## src/rtl/pci_arb_pkg.sv

```systemverilog
// ============================================================================
// Module      : pci_arb_pkg
// Description : Shared types and defaults for the PCI round-robin arbiter.
// Revision    : 1.0 - initial release
// ============================================================================
`default_nettype none

package pci_arb_pkg;

   localparam int DEF_NUM_MASTERS = 3;
   localparam int DEF_PARK_MASTER = 0;
   localparam int DEF_GNT_TIMEOUT = 16;

   typedef enum logic [1:0] {
      ST_IDLE   = 2'd0,
      ST_SWITCH = 2'd1,
      ST_GRANT  = 2'd2,
      ST_BUSY   = 2'd3
   } arb_state_e;

   // Width of a master index; never below one bit.
   function automatic int idx_width(input int n);
      return (n > 1) ? $clog2(n) : 1;
   endfunction

endpackage

`default_nettype wire

```

## src/rtl/pci_rr_arbiter_if.sv

```systemverilog
// ============================================================================
// Module      : pci_rr_arbiter_if
// Description : PCI request/grant and bus-state signals seen by the arbiter.
// Revision    : 1.0 - initial release
// ============================================================================
`default_nettype none

interface pci_rr_arbiter_if
   import pci_arb_pkg::*;
#(
   parameter int NUM_MASTERS = DEF_NUM_MASTERS
);
   localparam int IDX_W = idx_width(NUM_MASTERS);

   logic [NUM_MASTERS-1:0] Req_n;
   logic                   Frame_n;
   logic                   Irdy_n;
   logic [NUM_MASTERS-1:0] Gnt_n;
   logic [IDX_W-1:0]       Owner;
   logic                   Bus_busy;

   modport master (
      input  Req_n, Frame_n, Irdy_n,
      output Gnt_n, Owner, Bus_busy
   );

   modport slave (
      output Req_n, Frame_n, Irdy_n,
      input  Gnt_n, Owner, Bus_busy
   );

endinterface

`default_nettype wire

```

## src/rtl/pci_rr_picker.sv

```systemverilog
// ============================================================================
// Module      : pci_rr_picker
// Description : Combinational round-robin search starting just above ptr.
// Revision    : 1.0 - initial release
// ============================================================================
`default_nettype none

module pci_rr_picker
   import pci_arb_pkg::*;
#(
   parameter int NUM_MASTERS = DEF_NUM_MASTERS,
   localparam int IDX_W      = idx_width(NUM_MASTERS)
) (
   input  wire logic [NUM_MASTERS-1:0] req,
   input  wire logic [IDX_W-1:0]       ptr,
   output logic      [IDX_W-1:0]       winner,
   output logic                        valid
);

   always_comb begin
      int idx;
      winner = '0;
      valid  = 1'b0;
      idx    = 0;
      // ptr itself is visited last, giving the previous owner lowest priority.
      for (int i = 1; i <= NUM_MASTERS; i++) begin
         idx = (int'(ptr) + i) % NUM_MASTERS;
         if (!valid && req[idx[IDX_W-1:0]]) begin
            valid  = 1'b1;
            winner = idx[IDX_W-1:0];
         end
      end
   end

endmodule

`default_nettype wire

```

## src/rtl/pci_rr_arbiter.sv

```systemverilog
// ============================================================================
// Module      : pci_rr_arbiter
// Description : Central PCI round-robin arbiter with parking, turnaround gap,
//               idle-grant timeout and grant removal while busy.
// Revision    : 1.0 - initial release
// ============================================================================
`default_nettype none

module pci_rr_arbiter
   import pci_arb_pkg::*;
#(
   parameter int NUM_MASTERS = DEF_NUM_MASTERS,
   parameter int PARK_MASTER = DEF_PARK_MASTER,
   parameter int GNT_TIMEOUT = DEF_GNT_TIMEOUT
) (
   input  wire logic         Clk,
   input  wire logic         Rst_n,
   pci_rr_arbiter_if.master  bus
);

   localparam int IDX_W = idx_width(NUM_MASTERS);
   localparam int TMR_W = $clog2(GNT_TIMEOUT + 1);

   localparam logic [TMR_W-1:0] TMR_LAST  = TMR_W'(GNT_TIMEOUT - 1);
   localparam logic [TMR_W-1:0] TMR_MAX   = TMR_W'(GNT_TIMEOUT);
   localparam logic [IDX_W-1:0] PARK_IDX  = IDX_W'(PARK_MASTER);
   localparam logic [IDX_W-1:0] PTR_RESET = IDX_W'(NUM_MASTERS - 1);

   arb_state_e             state_q,    state_d;
   logic [NUM_MASTERS-1:0] gnt_n_q,    gnt_n_d;
   logic [IDX_W-1:0]       owner_q,    owner_d;
   logic [IDX_W-1:0]       ptr_q,      ptr_d;
   logic [IDX_W-1:0]       winner_q,   winner_d;
   logic [TMR_W-1:0]       timer_q,    timer_d;
   logic                   bus_busy_q, bus_busy_d;

   logic [NUM_MASTERS-1:0] w_req;
   logic [NUM_MASTERS-1:0] w_owner_mask;
   logic [IDX_W-1:0]       w_winner;
   logic                   w_valid;
   logic                   w_bus_idle;
   logic                   w_gnt_low;

   function automatic logic [NUM_MASTERS-1:0] gnt_for(input logic [IDX_W-1:0] idx);
      logic [NUM_MASTERS-1:0] v;
      v      = '1;
      v[idx] = 1'b0;
      return v;
   endfunction

   assign w_req        = ~bus.Req_n;
   assign w_owner_mask = ~gnt_for(owner_q);
   assign w_bus_idle   = bus.Frame_n & bus.Irdy_n;
   assign w_gnt_low    = ~&gnt_n_q;

   pci_rr_picker #(
      .NUM_MASTERS (NUM_MASTERS)
   ) u_picker (
      .req    (w_req),
      .ptr    (ptr_q),
      .winner (w_winner),
      .valid  (w_valid)
   );

   always_comb begin
      state_d    = state_q;
      gnt_n_d    = gnt_n_q;
      owner_d    = owner_q;
      ptr_d      = ptr_q;
      winner_d   = winner_q;
      timer_d    = timer_q;
      bus_busy_d = ~w_bus_idle;

      case (state_q)
         ST_IDLE: begin
            timer_d = '0;
            if (!w_bus_idle) begin
               // A granted (typically parked) master started a cycle.
               if (w_gnt_low && !bus.Frame_n) begin
                  state_d = ST_BUSY;
                  ptr_d   = owner_q;
               end
            end else if (w_valid) begin
               if (!w_gnt_low || !gnt_n_q[w_winner]) begin
                  gnt_n_d = gnt_for(w_winner);
                  owner_d = w_winner;
                  state_d = ST_GRANT;
               end else begin
                  gnt_n_d  = '1;
                  winner_d = w_winner;
                  state_d  = ST_SWITCH;
               end
            end else if (!w_gnt_low) begin
               gnt_n_d = gnt_for(PARK_IDX);
               owner_d = PARK_IDX;
            end
         end

         ST_SWITCH: begin
            gnt_n_d = gnt_for(winner_q);
            owner_d = winner_q;
            timer_d = '0;
            state_d = ST_GRANT;
         end

         ST_GRANT: begin
            if (timer_q != TMR_MAX) begin
               timer_d = timer_q + TMR_W'(1);
            end
            if (!bus.Frame_n) begin
               state_d = ST_BUSY;
               ptr_d   = owner_q;
               timer_d = '0;
            end else if (bus.Req_n[owner_q]) begin
               state_d = ST_IDLE;
               timer_d = '0;
            end else if (timer_q >= TMR_LAST) begin
               // Owner squandered its grant: drop it and push it to the back.
               ptr_d   = owner_q;
               gnt_n_d = '1;
               timer_d = '0;
               state_d = ST_IDLE;
            end
         end

         ST_BUSY: begin
            timer_d = '0;
            if (|(w_req & ~w_owner_mask)) begin
               gnt_n_d = '1;
            end
            if (w_bus_idle) begin
               state_d = ST_IDLE;
            end
         end

         default: begin
            state_d = ST_IDLE;
            gnt_n_d = '1;
         end
      endcase
   end

   always_ff @(posedge Clk or negedge Rst_n) begin
      if (!Rst_n) begin
         state_q    <= ST_IDLE;
         gnt_n_q    <= '1;
         owner_q    <= '0;
         ptr_q      <= PTR_RESET;
         winner_q   <= '0;
         timer_q    <= '0;
         bus_busy_q <= 1'b0;
      end else begin
         state_q    <= state_d;
         gnt_n_q    <= gnt_n_d;
         owner_q    <= owner_d;
         ptr_q      <= ptr_d;
         winner_q   <= winner_d;
         timer_q    <= timer_d;
         bus_busy_q <= bus_busy_d;
      end
   end

   assign bus.Gnt_n    = gnt_n_q;
   assign bus.Owner    = owner_q;
   assign bus.Bus_busy = bus_busy_q;

endmodule

`default_nettype wire
```

## src/flat_wrapper.sv

```systemverilog
// flat-port wrapper written by rule: the top's interface ports become plain ports
module pci_rr_arbiter_flat import pci_arb_pkg::*;
#(
   parameter int NUM_MASTERS = DEF_NUM_MASTERS,
   parameter int PARK_MASTER = DEF_PARK_MASTER,
   parameter int GNT_TIMEOUT = DEF_GNT_TIMEOUT
)
  (Clk, Rst_n, bus_Req_n, bus_Frame_n, bus_Irdy_n, bus_Gnt_n, bus_Owner, bus_Bus_busy);
  pci_rr_arbiter_if #(.NUM_MASTERS(NUM_MASTERS)) bus_i ();
  input  wire logic Clk;
  input  wire logic Rst_n;
  input wire logic [$bits(bus_i.Req_n)-1:0] bus_Req_n;
  input wire logic [$bits(bus_i.Frame_n)-1:0] bus_Frame_n;
  input wire logic [$bits(bus_i.Irdy_n)-1:0] bus_Irdy_n;
  output wire logic [$bits(bus_i.Gnt_n)-1:0] bus_Gnt_n;
  output wire logic [$bits(bus_i.Owner)-1:0] bus_Owner;
  output wire logic [$bits(bus_i.Bus_busy)-1:0] bus_Bus_busy;
  assign bus_i.Req_n = bus_Req_n;
  assign bus_i.Frame_n = bus_Frame_n;
  assign bus_i.Irdy_n = bus_Irdy_n;
  assign bus_Gnt_n = bus_i.Gnt_n;
  assign bus_Owner = bus_i.Owner;
  assign bus_Bus_busy = bus_i.Bus_busy;
  pci_rr_arbiter #(.NUM_MASTERS(NUM_MASTERS), .PARK_MASTER(PARK_MASTER), .GNT_TIMEOUT(GNT_TIMEOUT)) u_core (.Clk(Clk), .Rst_n(Rst_n), .bus(bus_i));
endmodule
```

## config.mk

```make
export PLATFORM = sky130hd
export DESIGN_NAME = pci_rr_arbiter_flat
export DESIGN_NICKNAME = d
export VERILOG_FILES = /design/src/rtl/pci_arb_pkg.sv /design/src/rtl/pci_rr_arbiter_if.sv /design/src/rtl/pci_rr_picker.sv /design/src/rtl/pci_rr_arbiter.sv /design/src/flat_wrapper.sv
export SDC_FILE = /design/constraint.sdc
export NUM_CORES = 1
export LEC_CHECK = 0
export ABC_AREA = 1
export CORE_ASPECT_RATIO = 1.1
export CORE_MARGIN = 2
export CORE_UTILIZATION = 40
export DETAILED_ROUTE_END_ITERATION = 10
export HOLD_SLACK_MARGIN = 0.15
export SLEW_MARGIN = 10
export SYNTH_ARGS = -nofsm -noshare
export SYNTH_HDL_FRONTEND = slang
export SYNTH_HIERARCHICAL = 1
export SYNTH_SLANG_ARGS = --single-unit
```

## constraint.sdc

```tcl
create_clock -name Clk -period 2 [get_ports Clk]
set_input_delay 0.5 -clock Clk [delete_from_list [all_inputs] [get_ports Clk]]
set_output_delay 0.5 -clock Clk [all_outputs]
set_load 0.05 [all_outputs]
```

==> summary.md <==
| Metric | Value |
|---|---|
| Synth top area share | `0.246` |
| Number of vias per cell | `5.23` |
| CP required | `2.20 ns` |
| Pwr per Cell Area | `roughly 1700 mW/mm^2` |
| Die H | `64.3 um` |
| Critical Path Start Type | `register` |
| Failing checks | `negative setup slack` |
| I/O pins | `13` |
| Crit path time final | `2.10 ns` |
| Die Width | `58.8 um` |
| Wire per inst | `around 13 um` |
| Initial antenna violation count | `0` |
| Unrepaired setup endpoints after global routing | `yes` |
| ANT cells | `0` |
| Final HPWL DP | `2420 um` |
| CP most frequent cell | `nand2_1` |
| Fin nets | `260` |
| Min-delay worst type | `register to register` |
| GP Congestion | `0.918` |
| Synth area leader | `dfrtp_1` |
| Post-route insts no fill | `281` |
| Vias in the first global route | `around 1400` |
| Layout area overhead | `43.5%` |
| Layout Skew | `0.0179 ns` |
| Seq cells post-synth | `17` |
| Final hold vios | `0` |
| CP max FO | `6` |
| Final period util | `1.05` |
| Post-route cell area | `0.00190 mm^2` |
| Critical-path cell with the highest stage delay | `dfstp_2` |
| Avg Inst Size Synth | `between 6 and 7 um^2` |
| Largest net degree at the start of global routing | `18` |
| Initial Util | `0.427` |
| Clk slew on worst S/H paths | `0.11 ns` |
| Leak | `0.949 nW` |
| Netlist cell types | `20` |
| HP Start | `u_core/ptr_q[1]` |
| PortBufs | `12` |
| Remaining Overflow, GRT | `0` |
| Final setup fails | `9` |
| Fin Setup TNS | `-0.634 ns` |
| Placed Cells incl. Taps | `266` |
| DP Worst Slack | `-0.442 ns` |
| Max-slew headroom | `0.675` |
| Share of cells above drive strength 1 | `0.364` |
| R2R Path Start | `u_core/ptr_q[1]` |
| Min Hold Slack | `roughly 0.50 ns` |
| Max IR drop VDD | `0.738 mV` |
| Via count | `1469` |
| Max cap viols | `0` |
| Clock buffer depth | `2` |
| CTS hold repair buffers | `0` |
| Core Footprint | `0.00310 mm^2` |
| Buffers and inverters on the worst path | `2` |
| Fill cell count | `287` |
| Total number of H-tree levels | `1` |
| Drt pass-1 iters | `4` |
| Overall power | `3.32 mW` |
| Setup slack after layout | `-0.102 ns` |
| Routed Antenna Nets | `0` |
| Area contributors post-synth | `dfrtp_1 25%, nand2_1 18%, inv_1 9.4%` |
| Syn Inst Count | `a little over 200` |
| Mapped Area | `0.00132 mm^2` |
| Crit path DAT | `2.30 ns` |
| CP peak stage delay | `0.58 ns` |
| Hold Path Stages | `2` |
| Worst Hold End | `u_core/ptr_q[1]` |
| Initial DRC count | `65` |
| Worst slew pin tran | `0.486 ns` |
| Placement Rows | `21` |
| Total die area | `between 0.003 and 0.004 mm^2` |
| Syn Nets | `around 220` |
| CTS Root Cell | `clkbuf_4` |
| Num CTS Buffers | `3` |
| Util after Layout | `0.612` |
| All-Layer GR Usage | `0.207` |
| R2R cell count | `14` |
| Final Max Slew Viols | `0` |
| Reg2Reg Setup Slack | `-0.10 ns` |
| First-pass GRT wire length | `6090 um` |
| CP endpoint kind | `register` |
| CP Class | `register to register` |
| Crit-path leading delay family | `simple AND/OR/NAND/NOR gates` |
| Status | `complete, but fails checks` |
| WL final | `3620 um` |
| Worst-Skew Late Latency | `about 0.3 ns` |
| Clock Sinks | `17` |
| Warnings, synthesis | `6` |
| TritonCTS clock tree | `built` |
| CP cell instances | `inv_2 -> ha_4 -> inv_6 -> nand2_1 -> nand3_2 -> nand2_1 -> nand4_1 -> nand2_2 -> nor2_4 -> nand2_2 -> nand3_4 -> nand4_1 -> nand2_1 -> o21ai_1` |
| Post-synthesis sequential area ratio | `0.325` |
| Critical R2R Capture | `u_core/winner_q[1]` |
| DRC violations left | `0` |
| Fmax | `~480 MHz` |
| Placed Area | `0.00160 mm^2` |
==> cell usage in the layout, fill, tap and decap left out, drive strengths merged, types with 2 or more instances in the layout <==
cell and n:
inv 36, nand2 66, dlymetal6s2s 2, ha 5
dfrtp 13, nand3 24, o21ai 17, nor3b 2
nor3 4, dfstp 4, a21oi 6, clkbuf 4
clkdlybuf4s50 5, buf 30, nor2 23, nand4 5
==> worst min-delay path, delay by kind of cell (launching register included) <==
| family | cells | cell delay [ns] |
|---|---|---|
| simple gates | 2 | 0.10 |
| flops | 1 | 0.40 |
==> cells by family after synthesis <==
family | Yosys count | synth area share
buf+inv | 36 | 0.102
flops | 17 | 0.325
simple gates | 124 | 0.433
compound gates | 24 | 0.0918
fa+ha+maj | 5 | 0.0473
==> cells in the mapped netlist, drive strengths merged <==
master  count
a21oi       6
a31oi       1
dfrtp      13
dfstp       4
ha          5
inv        36
nand2      66
nand3      24
nand4       5
nor2       23
nor3        4
nor3b       2
o21ai      17
==> flip-flops by register name, summed over array words and instances (netlist names) <==
| register | count |
|---|---|
| u_core/timer_q | 5 |
| u_core/bus.Bus_busy | 1 |
| u_core/bus.Gnt_n | 3 |
| u_core/state_q | 2 |
| u_core/winner_q | 2 |
| u_core/ptr_q | 2 |
| u_core/bus.Owner | 2 |
==> worst max path at each step <==
stage	cells past startpoint	from	end	slack (ns)
after global routing	15	u_core/ptr_q[1]	u_core/winner_q[1]	-0.22
after detailed placement	15	bus_Req_n[2]	u_core/winner_q[1]	-0.44
after floorplan	16	u_core/ptr_q[1]	u_core/bus.Owner[0]	0.005
after global placement	15	bus_Req_n[0]	u_core/bus.Owner[0]	-0.36
after CTS	15	u_core/ptr_q[1]	u_core/winner_q[1]	-0.05
final	14	u_core/ptr_q[1]	u_core/winner_q[1]	-0.10
==> metal layers <==
layer  share of wire  up-vias  GRT usage
met2            0.51       47      0.353
met1            0.42      665      0.255
li1                -      745          -
met4           0.032        0     0.0881
met3           0.037       12     0.0304
met5               0        -          0
==> layout make-up <==
| class | instances | area [um^2] | area share |
|---|---|---|---|
| well taps | 34 | 42.5 | 0.0224 |
| inverters | 36 | 145 | 0.0765 |
| clock buffers | 4 | 26.3 | 0.0138 |
| flip-flops and latches | 17 | 430 | 0.227 |
| multi-input cells | 153 | 950 | 0.500 |
| repair buffers | 37 | 304 | 0.160 |
==> power by group <==
part,total (mW),switching [mW],internal (mW)
sequential,0.665,0.178,0.487
clock,0.189,0.112,0.0776
combinational,2.46,1.47,0.991
==> what timing repair did <==
item	in CTS	in global routing
pin swaps	5	16
setup endpoints to repair	9	9
buffers inserted	5	7
resized for setup	17	44
hold endpoints to repair	0	0
No activity file was read; power rests on OpenSTA's default activity.
